[config.mk]
export PLATFORM = sky130hd
export DESIGN_NAME = fetch_stage
export DESIGN_NICKNAME = d
export VERILOG_FILES = /design/src/rtl/fetch_stage_pkg.sv /design/src/rtl/fetch_stage_if_id_reg.sv /design/src/rtl/fetch_stage.sv
export SDC_FILE = /design/constraint.sdc
export NUM_CORES = 1
export LEC_CHECK = 0
export CAP_MARGIN = 20
export CORE_MARGIN = 2
export CORE_UTILIZATION = 42
export DETAILED_ROUTE_END_ITERATION = 8
export GPL_ROUTABILITY_DRIVEN = 0
export PLACE_DENSITY = 0.76
export SLEW_MARGIN = 20
export SYNTH_ARGS = -nofsm -noshare
export SYNTH_HDL_FRONTEND = slang
export SYNTH_SLANG_ARGS = --single-unit
[constraint.sdc]
create_clock -name clk -period 2.7 [get_ports clk]
set_clock_uncertainty 0.1 [all_clocks]
set_input_delay 0.405 -clock clk [delete_from_list [all_inputs] [get_ports clk]]
set_output_delay 0.405 -clock clk [all_outputs]
set_load 0.01 [all_outputs]
[src/rtl/fetch_stage_pkg.sv]
// -----------------------------------------------------------------------------
// fetch_stage_pkg
// Shared constants for the instruction fetch stage.
//   PC_SIZE_DEFAULT : default width of word-addressed PC values
//   INSTR_W         : instruction word width
//   NOP_INSTR       : instruction value used on reset and on branch squash
// -----------------------------------------------------------------------------
package fetch_stage_pkg;

    localparam int          PC_SIZE_DEFAULT = 32;
    localparam int          INSTR_W         = 32;
    localparam logic [31:0] NOP_INSTR       = 32'h0000_0000;

endpackage : fetch_stage_pkg

[src/rtl/fetch_stage_if_id_reg.sv]
// -----------------------------------------------------------------------------
// if_id_reg
// Generic pipeline register with synchronous active-high reset, load enable
// and synchronous clear. Used for the IF/ID register and the PC register.
//   clk    : clock
//   reset  : synchronous active-high reset, forces the register to zero
//   en_i   : 1 = register may update, 0 = hold (hold beats clear)
//   clr_i  : 1 = load zero instead of d_i (only when en_i = 1)
//   d_i    : data in
//   q_o    : registered data out
// -----------------------------------------------------------------------------
module if_id_reg #(
    parameter int WIDTH = 32
) (
    input  logic             clk,
    input  logic             reset,
    input  logic             en_i,
    input  logic             clr_i,
    input  logic [WIDTH-1:0] d_i,
    output logic [WIDTH-1:0] q_o
);

    logic [WIDTH-1:0] data_q;
    logic [WIDTH-1:0] data_d;

    // Next-state select: hold has priority over clear, clear over load.
    always_comb begin
        data_d = data_q;
        if (!en_i) begin
            data_d = data_q;
        end else if (clr_i) begin
            data_d = {WIDTH{1'b0}};
        end else begin
            data_d = d_i;
        end
    end

    // State register with synchronous reset overriding everything.
    always_ff @(posedge clk) begin
        if (reset) begin
            data_q <= {WIDTH{1'b0}};
        end else begin
            data_q <= data_d;
        end
    end

    assign q_o = data_q;

endmodule : if_id_reg

[src/rtl/fetch_stage.sv]
// -----------------------------------------------------------------------------
// fetch_stage
// Instruction fetch stage: PC register, PC+1 incrementer, next-PC select and
// the IF/ID pipeline register feeding decode. Instruction memory is external
// and combinational: RD is the word at PCF in the same cycle.
//   clk       : clock, all state on rising edge
//   StallF    : 1 = hold the PC register
//   StallD    : 1 = hold the IF/ID register
//   PCSrcD    : 1 = next PC is PCBranchD
//   PCBranchD : branch target word address
//   RD        : instruction word read at PCF
//   PCPlus1D  : registered PCF+1 for decode
//   PCF       : current fetch address (PC register output)
//   InstrD    : registered instruction for decode
//   reset     : synchronous active-high reset
// Configuration macro: FETCH_BRANCH_FLUSH_EN -- when defined, a taken branch
// (PCSrcD=1, StallD=0) squashes the IF/ID contents to zero (NOP). When not
// defined, the wrong-path instruction proceeds as a delay slot.
// -----------------------------------------------------------------------------
module fetch_stage
    import fetch_stage_pkg::*;
#(
    parameter int PC_SIZE = PC_SIZE_DEFAULT
) (
    input  logic                clk,
    input  logic                StallF,
    input  logic                StallD,
    input  logic                PCSrcD,
    input  logic [PC_SIZE-1:0]  PCBranchD,
    input  logic [INSTR_W-1:0]  RD,
    output logic [PC_SIZE-1:0]  PCPlus1D,
    output logic [PC_SIZE-1:0]  PCF,
    output logic [INSTR_W-1:0]  InstrD,
    input  logic                reset
);

    localparam int IFID_W = INSTR_W + PC_SIZE;

    logic [PC_SIZE-1:0] pc_q;
    logic [PC_SIZE-1:0] pc_plus1_s;
    logic [PC_SIZE-1:0] pc_d;
    logic [IFID_W-1:0]  ifid_d;
    logic [IFID_W-1:0]  ifid_q;
    logic               flush_s;

    // Incrementer truncates to PC_SIZE, so the all-ones address wraps to 0.
    assign pc_plus1_s = pc_q + PC_SIZE'(1);

    // Next-PC select between branch target and sequential address.
    always_comb begin
        pc_d = pc_plus1_s;
        if (PCSrcD) begin
            pc_d = PCBranchD;
        end else begin
            pc_d = pc_plus1_s;
        end
    end

`ifdef FETCH_BRANCH_FLUSH_EN
    // A taken branch squashes the instruction fetched behind it.
    assign flush_s = PCSrcD;
`else
    assign flush_s = 1'b0;
`endif

    // PC register; a stall drops any branch target presented this cycle.
    if_id_reg #(
        .WIDTH (PC_SIZE)
    ) u_pc_reg (
        .clk   (clk),
        .reset (reset),
        .en_i  (~StallF),
        .clr_i (1'b0),
        .d_i   (pc_d),
        .q_o   (pc_q)
    );

    assign ifid_d = {RD, pc_plus1_s};

    // IF/ID register; StallD holds, which takes priority over the flush.
    if_id_reg #(
        .WIDTH (IFID_W)
    ) u_if_id_reg (
        .clk   (clk),
        .reset (reset),
        .en_i  (~StallD),
        .clr_i (flush_s),
        .d_i   (ifid_d),
        .q_o   (ifid_q)
    );

    assign PCF      = pc_q;
    assign InstrD   = ifid_q[IFID_W-1:PC_SIZE];
    assign PCPlus1D = ifid_q[PC_SIZE-1:0];

endmodule : fetch_stage

Yosys cells after proc, flatten, opt, wreduce, memory -nomap -nowiden
Index checks and enable logic that the tools add are counted.
- $add $sub $neg: 1
- muxes and demuxes: 1
- operators by type and width (kind ; count):
    $add A32 B1 Y32 const B ; 1
    $mux W32 ; 1
- register bits: 96
- input port bits: 69
- output and inout port bits: 96

Longest topological paths before layout
- word-level depth: 2
- depth in mapped cells: 8
- depth with buffers taken out: 6

Hierarchy
A second synthesis with hierarchy kept.
- cells, all modules: 619
- area total of the unflattened synthesis: 5252.5 um^2
- modules (own cells, without submodules) (module ; instances ; cells an instance ; area each (um^2) ; sequential area each (um^2)):
    if_id_reg at u_if_id_reg ; 1 ; 283 ; 2623.8 ; 1281.2
    if_id_reg at u_pc_reg ; 1 ; 141 ; 1363.8 ; 640.6
    fetch_stage ; 1 ; 195 ; 1265.0 ; 0.0

Least setup slack after synthesis
No wires, ideal clock.
- path kind: flip-flop to flip-flop
- from: register u_pc_reg.data_q[4] (netlist: u_pc_reg.q_o[4])
- to: register u_if_id_reg.data_q[29] (netlist: u_if_id_reg.q_o[29])
- setup time: 91 ps
- data arrival time: 2108 ps
- slack: 401 ps
- cell stages (with the launch flop): 7
- clock period less this slack: 2299 ps
- cells stage by stage: dfxtp_1 buf_2 nand3_1 or4_1 buf_2 or4_1 a311oi_1
- word-level cells in the longest chain between the ends: 1
- ends and longest elaborated chain (item ; line ; source):
    from (decl) ; fetch_stage_if_id_reg.sv:23 ; logic [WIDTH-1:0] data_q;
    from (signal assigned) ; fetch_stage_if_id_reg.sv:41 ; data_q <= {WIDTH{1'b0}};
    from (signal assigned) ; fetch_stage_if_id_reg.sv:43 ; data_q <= data_d;
    $add A32 B1 Y32 ; fetch_stage.sv:47 ; assign pc_plus1_s = pc_q + PC_SIZE'(1);
    to (signal assigned) ; fetch_stage_if_id_reg.sv:41 ;
    to (signal assigned) ; fetch_stage_if_id_reg.sv:43 ;
    to (decl) ; fetch_stage_if_id_reg.sv:23 ;
No other way between the ends.
A chain may end at the register's enable or synchronous reset.

Final worst setup path
- from: register u_pc_reg.data_q[8] (netlist: u_pc_reg.q_o[8])
- to: register u_if_id_reg.data_q[31] (netlist: u_if_id_reg.q_o[31])
The elaborated chain is that of the path after synthesis.

==> impl_metrics.toml <==
[run_status]
status = "completed"

[sta]
slew_violations = 0
rsz0062_at_grt = "no"
setup_viol = 0
clock.fmax_mhz = 407.4
slew-limit-headroom = 0.6109
worst_hold_slack_ns = 0.3567
finalSetupTns_ns = 0
worst_slew_pin_slew_ns = 0.5837
hold_viol = 0
fin_crit_sh = 0.9091
min_period_ns = 2.455

[critical_path]
cp.arrival_ns = 2.65
end_kind = "flip-flop"
critPathKind = "flip-flop to flip-flop"
path_cells = "nand4_2, or4_1, or4_1, a311oi_1"
crit_path_max_incr_delay_ns = 0.75
setup.worst_path.start_class = "flip-flop"
slowest_stage = "or4_1"
worstPathRequired_ns = 2.90
crit_path_frequent_cell = "or4_1"
critPathMaxFanout = 9

[pwr]
p_int_mw = 2.189
p_per_area_nw_per_um2 = 460.8
p_sw_mw = 0.8238
power_leakage_nw = 2.438
power_frac_comb = 0.189
power_frac_seq = 0.520
p_sw_frac = 0.2734
vdd_drop_max_uv = 285.9
pwr-share-clk = 0.291

[finish]
seq_area_sq_um = 1922
n_fill_cell = 935
area_delta_synth_final_pct = 40.99
diodes = 0
nNetsFinal = 772
layoutNonFillerInstCount = 846
multiInputGateArea_sq_um = 2506
final_layout_size_suffix_gt1_frac = 0.06374

[die]
initial_utilization = 0.4296
die_area_sq_um = 11900
coreArea_sq_um = 10790
ioPinCount = 165
row_count = 38
die_w_um = 109.1
die_h_um = 109.1

[logic_synthesis]
yosysTopAreaCell = "dfxtp_1"
synth_top_family_by_area = "simple AND/OR/NAND/NOR gates"
async_flop_share = 0
avgSynthCellArea_sq_um = 8.266
ys_warn_count = 0
ys_top_cells_by_count = "96 x dfxtp_1, 96 x nor2_1, 40 x clkbuf_1"
netlist_area_sq_um = 4637
synth_flop_cell = "dfxtp_1"
yosys.area.top_type_share = 0.4145
synth_fa_ha_area_frac = 0.002698
synth_simple_gate_area_share = 0.2280
synth_cell_types = 43
yosys_register_bits = 96
synth_edf_count = 0
synthTopCellsByArea = "dfxtp_1 41%, mux2i_1 8.4%, nor2_1 7.8%"
syn_inst = 561
syn_nets = 631
synth_compound_area_frac = 0.1746
synth.mux.area_fraction = 0.08419
yosysSeqAreaShare = 0.4145
synth-xor-area-share = 0.05100

[routing]
drtAntennaViolNets = 0
vias = 4645
route.detailed.drc = 0
wirelength_mm = 13.62
drtIter0Drc = 254
first_pass_iters = 5
wl_per_cell_um = 16.10
via_per_inst = 5.491

[clock_tree]
cts_resized = 0
htree_levels = 3
clock_latency_ns = 0.38
root_buffer = "clkbuf_8"
clock_sinks = 96
ctsHoldBuffers = 0
cts_setup_buffers = 0
numCtsBuffers = 9
cts_max_path_buffers = 2
clkTransAtPathRegs_ns = 0.09
cts_tree = "built"

[grt]
grt_max_degree = 72
grtUsageTotal = 0.2307
first_global_vias = 4308
grt_pass1_wl_mm = 21.58
grt_remaining_overflow = 0
antenna_found_initial = 0

[job]
cap_viol_max_count = 0

[hold_path]
hp-class = "input port to flip-flop"

[placed_design]
dp_cells = 831
hpwl_mm = 9.840
port_buffers = 164
## cell type report
| cell class | count | share of cell area |
|---|---|---|
| multi-input combinational | 411 | 0.3833 |
| sequential | 96 | 0.2940 |
| timing repair buffer | 178 | 0.2660 |
| tap | 140 | 0.02679 |
| clock buffer | 12 | 0.02373 |
| inverter | 6 | 0.003445 |
| clock inverter | 3 | 0.002679 |
## flip-flops by register name, indices dropped and copies added (netlist names)
name and flops:
u_pc_reg.q_o 32, u_if_id_reg.q_o 64
## worst max-delay path: cells and delay by family, from the launching register on
| family | cells | cell delay (ns) |
|---|---|---|
| and+or+nand+nor | 3 | 1.52 |
| AOI/OAI and AO/OA | 1 | 0.26 |
| DFF | 1 | 0.48 |
## per-stage QoR
step	area (sq um)	utilization	power, mW	worst slack [ns]
3_5_place_dp	6365	0.5897	2.167	0.2754
5_1_grt	6538	0.6057	3.160	0.08901
4_1_cts	6538	0.6057	3.035	0.2580
3_3_place_gp	6365	0.5897	2.155	0.3261
6_report	6538	0.6057	3.013	0.2454
2_1_floorplan	4637	-	1.848	0.4012
## worst paths after layout
path | startpoint | slack [ns] | cells past startpoint | end
worst min-delay path | reset | 0.36 | 2 | u_if_id_reg.q_o[60]
worst max register to register | u_pc_reg.q_o[8] | 0.25 | 4 | u_if_id_reg.q_o[31]
worst max-delay path | u_pc_reg.q_o[8] | 0.25 | 4 | u_if_id_reg.q_o[31]
worst min register to register | u_if_id_reg.q_o[11] | 0.36 | 2 | u_if_id_reg.q_o[11]
## layer usage
metal / GRT usage / wire length (um) / part of all wire / up-vias
met1: 0.2907 / 5808 / 0.43 / 2145
met4: 0.08516 / 269 / 0.020 / 0
li1: - / - / - / 2280
met3: 0.06934 / 1282 / 0.094 / 20
met5: 0 / 0 / 0 / -
met2: 0.3718 / 6257 / 0.46 / 200
## cell families (layout without fill, tap and decap cells)
family / after synthesis / after routing
AND/OR/NAND/NOR: 219 / 219
AO/OA/AOI/OAI: 125 / 125
flip-flops: 96 / 96
buffers and inverters: 54 / 199
multiplexers: 39 / 39
XOR/XNOR: 27 / 27
adder cells (fa/ha/maj): 1 / 1
## placed cells by master (no fill, tap or decap), types with 7 or more instances in the layout
master / netlist / layout
a211oi_1: 18 / 18
nand2_1: 34 / 34
a22oi_1: 7 / 7
or4_1: 7 / 7
o21ai_0: 18 / 18
xor2_1: 17 / 17
nand3_1: 19 / 19
clkdlybuf4s50_1: 0 / 160
nor2_1: 96 / 96
mux2i_1: 39 / 39
clkbuf_8: 0 / 11
xnor2_1: 10 / 10
or2_2: 10 / 10
buf_4: 0 / 13
dfxtp_1: 96 / 96
nand4_1: 14 / 14
a21oi_1: 39 / 39
and3_1: 8 / 8
a31oi_1: 9 / 9
## power by group through the flow
stage,clock network [mW],registers [mW],logic [mW]
CTS,0.897,1.57,0.573
detailed placement,0,1.60,0.570
global route,0.964,1.58,0.618
finish,0.878,1.57,0.569
floorplan,0,1.62,0.229
global placement,0,1.59,0.563
Note: power is estimated with default switching activity, not from simulation.
